--- config.mk ---
export PLATFORM = sky130hd
export DESIGN_NAME = hazard_detection_unit
export DESIGN_NICKNAME = d
export VERILOG_FILES = /design/src/rtl/pipeline_pkg.sv /design/src/rtl/long_op_tracker.sv /design/src/rtl/hazard_detection_unit.sv
export SDC_FILE = /design/constraint.sdc
export NUM_CORES = 1
export LEC_CHECK = 0
export ABC_AREA = 1
export BUFFER_PORTS_ARGS = -buffer_cell sky130_fd_sc_hd__buf_2
export CAP_MARGIN = 20
export CORE_MARGIN = 3
export CORE_UTILIZATION = 56
export CTS_CLUSTER_DIAMETER = 200
export DETAILED_ROUTE_END_ITERATION = 8
export PLACE_DENSITY = 0.78
export SLEW_MARGIN = 20
export SYNTH_ARGS = -nofsm -noshare
export SYNTH_HDL_FRONTEND = slang
export SYNTH_SLANG_ARGS = --single-unit
export TNS_END_PERCENT = 50
--- constraint.sdc ---
create_clock -name clk_i -period 2.65 [get_ports clk_i]
set_clock_uncertainty 0.15 [all_clocks]
set_input_delay 0.1325 -clock clk_i [delete_from_list [all_inputs] [get_ports clk_i]]
set_output_delay 0.1325 -clock clk_i [all_outputs]
set_load 0.01 [all_outputs]
--- src/rtl/pipeline_pkg.sv ---
// Shared pipeline definitions: register index width, the x0 constant and the
// long-unit FSM state encoding.
package pipeline_pkg;

  localparam int unsigned REG_IDX_W = 5;
  localparam logic [REG_IDX_W-1:0] REG_ZERO = '0;

  typedef enum logic {
    IDLE = 1'b0,
    BUSY = 1'b1
  } longState_t;

endpackage

--- src/rtl/long_op_tracker.sv ---
// Tracks the single outstanding mul/div op: destination register, busy FSM
// and a saturating watchdog whose expiry latches a sticky error.
module long_op_tracker
  import pipeline_pkg::*;
#(
  parameter int unsigned LONG_MAX = 64
) (
  input  logic                 clk_i,
  input  logic                 rst_i,
  input  logic                 start,
  input  logic [REG_IDX_W-1:0] startRd,
  input  logic                 done,
  output logic                 busy,
  output logic [REG_IDX_W-1:0] rd,
  output logic                 err
);

  localparam int unsigned WD_W = $clog2(LONG_MAX + 1);

  longState_t           state;
  longState_t           stateNext;
  logic [WD_W-1:0]      wdCnt;
  logic [WD_W-1:0]      wdNext;
  logic [REG_IDX_W-1:0] rdQ;
  logic                 errQ;

  always_ff @(posedge clk_i or negedge rst_i) begin
    if (!rst_i) state <= IDLE;
    else        state <= stateNext;
  end

  // Done is not bypassed: the op stays visible through the done cycle.
  always_comb begin
    stateNext = state;
    wdNext    = wdCnt;
    case (state)
      IDLE: begin
        if (start) begin
          stateNext = BUSY;
          wdNext    = '0;
        end
      end
      BUSY: begin
        if (wdCnt != WD_W'(LONG_MAX)) wdNext = wdCnt + WD_W'(1);
        if (done) stateNext = IDLE;
      end
      default: stateNext = IDLE;
    endcase
  end

  always_ff @(posedge clk_i or negedge rst_i) begin
    if (!rst_i) begin
      rdQ   <= REG_ZERO;
      wdCnt <= '0;
      errQ  <= 1'b0;
    end else begin
      wdCnt <= wdNext;
      if (state == IDLE && start) rdQ <= startRd;
      if (state == BUSY && wdNext == WD_W'(LONG_MAX)) errQ <= 1'b1;
    end
  end

  assign busy = (state == BUSY);
  assign rd   = rdQ;
  assign err  = errQ;

endmodule

--- src/rtl/hazard_detection_unit.sv ---
// ID-stage hazard detector: load-use and long-latency (RAW/WAW/structural)
// hazards drive stall/bubble; also counts stall cycles.
module hazard_detection_unit
  import pipeline_pkg::*;
#(
  parameter int unsigned CNT_W    = 32,
  parameter int unsigned LONG_MAX = 64
) (
  input  logic                 clk_i,
  input  logic                 rst_i,
  input  logic                 ID_valid_i,
  input  logic [REG_IDX_W-1:0] ID_rs1_i,
  input  logic [REG_IDX_W-1:0] ID_rs2_i,
  input  logic                 ID_rs1_used_i,
  input  logic                 ID_rs2_used_i,
  input  logic [REG_IDX_W-1:0] ID_Rd_i,
  input  logic                 ID_RegWrite_i,
  input  logic                 ID_MemRead_i,
  input  logic                 ID_long_i,
  input  logic                 flush_i,
  input  logic                 LONG_done_i,
  output logic                 stall_o,
  output logic                 bubble_o,
  output logic                 long_busy_o,
  output logic                 long_err_o,
  output logic [CNT_W-1:0]     stall_cnt_o
);

  logic                 exLoadVld;
  logic [REG_IDX_W-1:0] exLoadRd;
  logic                 reads1;
  logic                 reads2;
  logic                 loadUse;
  logic                 longHaz;
  logic                 stallNow;
  logic                 accept;
  logic                 longBusy;
  logic [REG_IDX_W-1:0] longRd;

  assign reads1 = ID_rs1_used_i && (ID_rs1_i != REG_ZERO);
  assign reads2 = ID_rs2_used_i && (ID_rs2_i != REG_ZERO);

  assign loadUse = exLoadVld &&
                   ((reads1 && ID_rs1_i == exLoadRd) || (reads2 && ID_rs2_i == exLoadRd));

  // RAW on the pending result, WAW on its destination, or a second long op.
  assign longHaz = longBusy &&
                   ((reads1 && ID_rs1_i == longRd) ||
                    (reads2 && ID_rs2_i == longRd) ||
                    (ID_RegWrite_i && ID_Rd_i == longRd && longRd != REG_ZERO) ||
                    ID_long_i);

  assign stallNow = ID_valid_i && !flush_i && (loadUse || longHaz);
  assign accept   = ID_valid_i && !stallNow && !flush_i;

  assign stall_o  = stallNow;
  assign bubble_o = stallNow;

  // A bubble or flush clears the EX load, so load-use stalls last one cycle.
  always_ff @(posedge clk_i or negedge rst_i) begin
    if (!rst_i) begin
      exLoadVld   <= 1'b0;
      exLoadRd    <= REG_ZERO;
      stall_cnt_o <= '0;
    end else begin
      exLoadVld <= accept && ID_MemRead_i && ID_RegWrite_i && (ID_Rd_i != REG_ZERO);
      exLoadRd  <= ID_Rd_i;
      if (stallNow) stall_cnt_o <= stall_cnt_o + CNT_W'(1);
    end
  end

  long_op_tracker #(
    .LONG_MAX(LONG_MAX)
  ) u_longOpTracker (
    .clk_i  (clk_i),
    .rst_i  (rst_i),
    .start  (accept && ID_long_i),
    .startRd(ID_RegWrite_i ? ID_Rd_i : REG_ZERO),
    .done   (LONG_done_i),
    .busy   (longBusy),
    .rd     (longRd),
    .err    (long_err_o)
  );

  assign long_busy_o = longBusy;

endmodule

Word-level counts from Yosys, hierarchy flattened
Cells that the tools add are included.
{ "classes": {"bitwise": 1, "reduce_logical": 31, "n_addsub": 2, "eq_ne": 7, "muxes": 7} }
{ "op_table": {"columns": ["cell", "count"], "rows": [
  ["$add 32x1->32 const B", 1],
  ["$eq 5x5->1", 5],
  ["$logic_and 1x1->1", 20],
  ["$reduce_bool 5->1", 4],
  ["$mux 7", 2],
  ["$pmux 7 s2", 1],
  ["$add 7x1->7 const B", 1],
  ["$eq 7x7->1 const B", 1],
  ["$ne 7x7->1 const B", 1],
  ["$logic_or 1x1->1", 5],
  ["$mux 5", 1],
  ["$logic_not 1->1", 2],
  ["$mux 1", 2],
  ["$pmux 1 s2", 1],
  ["$not 1->1", 1]
]} }
{ "word_totals": {"out_inout_bits": 36, "input_bits": 25, "reg_bits": 52, "wordCells": 55} }

Longest topological paths before layout
{ "depth": {"word_depth": 17, "ltp_mapped": 15, "depth_no_buf": 14} }

Modules after synthesis
From an unflattened synthesis, not the netlist that was laid out.
{ "unflattened": {"hier_cells": 508, "area_unflattened_um2": 3463.3} }
{ "modules_own_cells": {"columns": ["module", "seq_area_each_um2", "n_inst", "cells_each", "area_per_inst_um2"], "rows": [
  ["hazard_detection_unit", 950.9, 1, 407, 2737.6],
  ["long_op_tracker", 350.3, 1, 101, 725.7]
]} }

Worst setup path before layout
Ideal clock, no wire load.
{ "synth_timing": {"path_kind": "register to register", "start": "reg u_longOpTracker.wdCnt[1]", "end": "reg u_longOpTracker.errQ, in the netlist u_longOpTracker.err", "setup_ns": 0.065, "required_time_ns": 2.435, "arrival_time_ns": 1.646, "n_path_buf": 0, "synth_period_minus_slack_ns": 1.861, "path_slack_ns": 0.789, "stages_incl_launch_ff": 13, "cell_sequence": "dfrtp_1 inv_1 ha_1 nand2_1 nor4_1 or2_2 xor2_1 inv_1 nand2_2 inv_2 nor2_1 nand3_1 nand2_1"} }
{ "synth_between": {"elab_chain_len": 5, "word_cells_on_any_way": 7, "cone_classes": "add/sub (1); eq/ne (2); mux (3); reduce/logical (1)"} }
{ "synth_rtl": {"columns": ["element", "line_no", "text"], "rows": [
  ["start: declaration", "long_op_tracker.sv:22", "logic [WD_W-1:0] wdCnt;"],
  ["start signal: assignment", "long_op_tracker.sv:57", "wdCnt <= wdNext;"],
  ["$ne 7x7->1", "long_op_tracker.sv:44", "if (wdCnt != WD_W'(LONG_MAX)) wdNext = wdCnt + WD_W'(1);"],
  ["$mux 7", "long_op_tracker.sv:44", null],
  ["$pmux 7 s2", "long_op_tracker.sv:36", "case (state)"],
  ["named net u_longOpTracker.wdNext[0]", "long_op_tracker.sv:23", "logic [WD_W-1:0] wdNext;"],
  ["$eq 7x7->1", "long_op_tracker.sv:59", "if (state == BUSY && wdNext == WD_W'(LONG_MAX)) errQ <= 1'b1;"],
  ["$logic_and 1x1->1", "long_op_tracker.sv:59", null],
  ["end signal: assignment", "long_op_tracker.sv:55", "errQ <= 1'b0;"],
  ["end signal: assignment", "long_op_tracker.sv:59", null],
  ["end: declaration", "long_op_tracker.sv:25", "logic errQ;"]
]} }
The timed path passes the listed nets, and every way through them passes these cells.
A chain may end at the register's enable or synchronous reset.

Worst setup path after layout
{ "layout_timing": {"start": "in ID_Rd_i[4]", "end": "out bubble_o"} }
{ "layout_between": {"elab_chain_len": 8} }
{ "layout_rtl": {"columns": ["element", "line_no", "text"], "rows": [
  ["start: declaration", "hazard_detection_unit.sv:16", "input logic [REG_IDX_W-1:0] ID_Rd_i,"],
  ["$eq 5x5->1", "hazard_detection_unit.sv:50", "(ID_RegWrite_i && ID_Rd_i == longRd && longRd != REG_ZERO) ||"],
  ["$logic_and 1x1->1 (2 in a row)", "hazard_detection_unit.sv:50", null],
  ["$logic_or 1x1->1", "hazard_detection_unit.sv:49", "(reads2 && ID_rs2_i == longRd) ||"],
  ["$logic_or 1x1->1", "hazard_detection_unit.sv:50", null],
  ["$logic_and 1x1->1", "hazard_detection_unit.sv:47", "assign longHaz = longBusy &&"],
  ["$logic_or 1x1->1", "hazard_detection_unit.sv:53", "assign stallNow = ID_valid_i && !flush_i && (loadUse || longHaz);"],
  ["$logic_and 1x1->1", "hazard_detection_unit.sv:53", null],
  ["end: declaration", "hazard_detection_unit.sv:23", "output logic bubble_o,"]
]} }
No other way between the ends.

==> summary.md <==
The run finished with clean final reports. Buffers placed on the I/O ports in this run total 60. The count of state elements after synthesis is 52, and the number of remaining DRC errors is 0. The final layout contains routed wiring with a total length of 7420 um. The final route contains 2950 vias.

Leaving out fill and tap cells, the most frequent cells in the layout are 124 x nand2_1, 59 x buf_2, 52 x nor2_1, 52 x dfrtp_1, 42 x xor2_1. The count of hold buffers inserted by post-cts repair is 10. The number of nets handed over by synthesis was 454.

The run gives 2683 as the number of global-route vias before repair. The highest clock frequency the design can meet was 419 MHz; the number of setup violations in the final report was 0. Reported leakage power: 1.91 nW. For the antenna diode count, the log shows 0. The most common cell after layout, fill and taps aside was nand2_1.

Measured against its own limit, the worst slew margin works out to 60.8%. Gates resized during post-CTS repair numbered 0. Prior to clock tree synthesis, the placed netlist has a worst setup slack of 0.485 ns. Summed over all instances, the cell type with the most area after synthesis is dfrtp_1. The global-route wire length before repair came out at 12000 um. The global routing usage summed across all routing layers was 23.3%. Yosys printed 0 warnings.

The worst setup path is of the input pin to output pin kind. The number of nets with antenna violations after detailed routing was 0; the die height was 82.0 um. Setup repair after global routing left no endpoint under its margin. IR analysis of the VDD net gives a maximum drop of 375 uV. After layout, the worst setup slack is 0.266 ns.

For this block, the initial DRC count from the detailed router was 145. Number of antenna violations at the first check in global routing: 0. The worst hold path belongs to the class input pin to register.

The half-perimeter wire length after detailed placement was 5700 um; the power density normalized to cell area was 581 nW/um^2. For the total count of max-transition violations in the final report, the log shows 0. Entering global routing, the biggest net connects 47 pins. The floorplan has 27 rows.

The placer's final routability congestion estimate came out at 0.949. In this run the worst path has a maximum fanout of 26. The number of distinct library cells after synthesis was 30. Clock-pin slew reported for the worst setup and hold paths after clock tree synthesis: 0.10 ns. Data on the critical path is required at its endpoint by 2.37 ns. The data arrival time of the critical path was 2.10 ns; the average via count per standard cell was 5.18. For this configuration, the core starts out at a cell density of 58.3%. The layout has 483 filler cells. The synthesized instance count is 426, and the per-cell routed wire length is 13.0 um.

The number of clock sinks is 52, and the maximum buffer depth of the clock tree is 2. From left edge to right edge, the die measures 82.0 um. By area the synthesized netlist is led by dfrtp_1 40%, nand2_1 14%, xor2_1 11%, nor2_1 6.0%, inv_1 4.8%. 61 I/O pins were placed. The clock reaches the later pin of the worst-skew pair after 0.31 ns.

In the final layout, the share of cells above drive strength 1 is 18.5%. The clock root buffer is clkbuf_8. Max-cap violations in this run came to 0.

The slew at the pin with the worst max-slew slack works out to 0.588 ns. For the maximum level of the CTS H-tree, the log shows 2. The worst setup path is launched from an input pin. Averaged over all synthesized cells, the footprint is 7.58 um^2. The shortest period the worst path allows was 2.38 ns. The number of buffers added for setup after CTS is 0.

Global routing finished with a remaining overflow of 0. The area growth from synthesis to layout is 17.4%. The die covers 6720 um^2. At the end of the flow, the number of nets in the layout was 525. The summed negative setup slack over all endpoints is 0 ns. The synthesized cell area is 3230 um^2. Count of endpoints failing hold in the final timing report: 0. Area fraction of the dominant cell type after synthesis: 40.3%.

The element type at the critical path end is an output pin. Sequential elements use 40.3% of the synthesized area. In the finished design, the share of the clock period the worst path needs comes to 90.0%.

The first detailed-routing pass ran for 6 iterations. TritonCTS built the clock tree. The floorplan core area is 5540 um^2. The CTS buffer count is 5.
synth_stat cells (all sizes together):
cell	instances
nor4b	4
nand2	133
nand3	13
buf	8
nor3	22
nand4	5
nor2	55
nor4	7
xor2	42
o21bai	1
inv	46
xnor2	13
nand3b	2
ha	3
or2	1
o21ai	18
dfrtp	52
o211ai	1
critical path, stage by stage:
cell and delay, ns:
dlygate4sd3_1 0.54, buf_2 0.15, o21ai_0 0.18, nor2_1 0.08, nand3_1 0.08, nand2_1 0.06
o21bai_2 0.19, nand2_2 0.10, nand2_4 0.24, inv_4 0.17, buf_2 0.18
path summary, 6_finish.rpt:
path,cells after the start,to,slack [ns],startpoint
max,11,bubble_o,0.27,ID_Rd_i[4]
min,3,exLoadVld$_DFF_PN0_,0.05,flush_i
max reg2reg,11,stall_cnt_o[13]$_DFFE_PN0P_,0.46,u_longOpTracker.rd[0]$_DFFE_PN0P_
min reg2reg,2,u_longOpTracker.err$_DFFE_PN0P_,0.32,u_longOpTracker.err$_DFFE_PN0P_
max in group asynchronous,3,stall_cnt_o[21]$_DFFE_PN0P_,1.60,rst_i
min in group asynchronous,2,exLoadRd[3]$_DFF_PN0_,0.21,rst_i
power breakdown:
| group | internal [mW] | switching (mW) | leakage (nW) |
|---|---|---|---|
| Sequential | 0.910 | 0.139 | 0.675 |
| Clock | 0.280 | 0.268 | 0.0541 |
| Combinational | 0.243 | 0.362 | 1.18 |
| Total | 1.43 | 0.769 | 1.91 |
flip-flops by register name, indices dropped and copies added, names as in the netlist:
signal and flops:
stall_cnt_o 32, u_longOpTracker.err 1, exLoadRd 5, exLoadVld 1, u_longOpTracker.busy 1, u_longOpTracker.rd 5
u_longOpTracker.wdCnt 7
metal layers:
metal	up-vias	global-route usage, %	routed length (um)
li1	1475	-	-
met1	1376	29.8	3340
met2	85	40.4	3600
met3	14	3.51	343
met4	0	7.14	146
met5	-	0	0
cell type report:
cell class,instances,area (um^2),area share [%]
inverters,46,175,4.62
clock inverters,3,42.5,1.12
clock buffers,5,68.8,1.81
multi-input cells,320,1700,44.7
repair buffers,72,418,11.0
well taps,72,90.1,2.38
flip-flops and latches,52,1300,34.3
logic make-up (layout without fill, tap and decap cells):
logic type	after synthesis	in the layout	synth area share [%]
and+or+nand+nor	242	242	33.1
DFF	52	52	40.3
xor gates and xnor gates	55	55	14.9
buffers and inverters	54	126	7.20
AOI/OAI and AO/OA	20	20	3.37
adders and majority gates	3	3	1.16
through the flow:
stage	total power, mW	hold slack [ns]	cell area [um^2]	util [%]	instances
finish	2.20	0.0527	3790	68.5	570
global route	2.35	0.0460	3790	68.5	570
detailed placement	1.66	0.143	3580	64.6	552
floorplan	1.44	-0.313	3230	-	426
global placement	1.64	0.137	3580	64.6	552
CTS	2.22	0.0387	3790	68.4	570
Note: power is estimated with default switching activity, not from simulation.
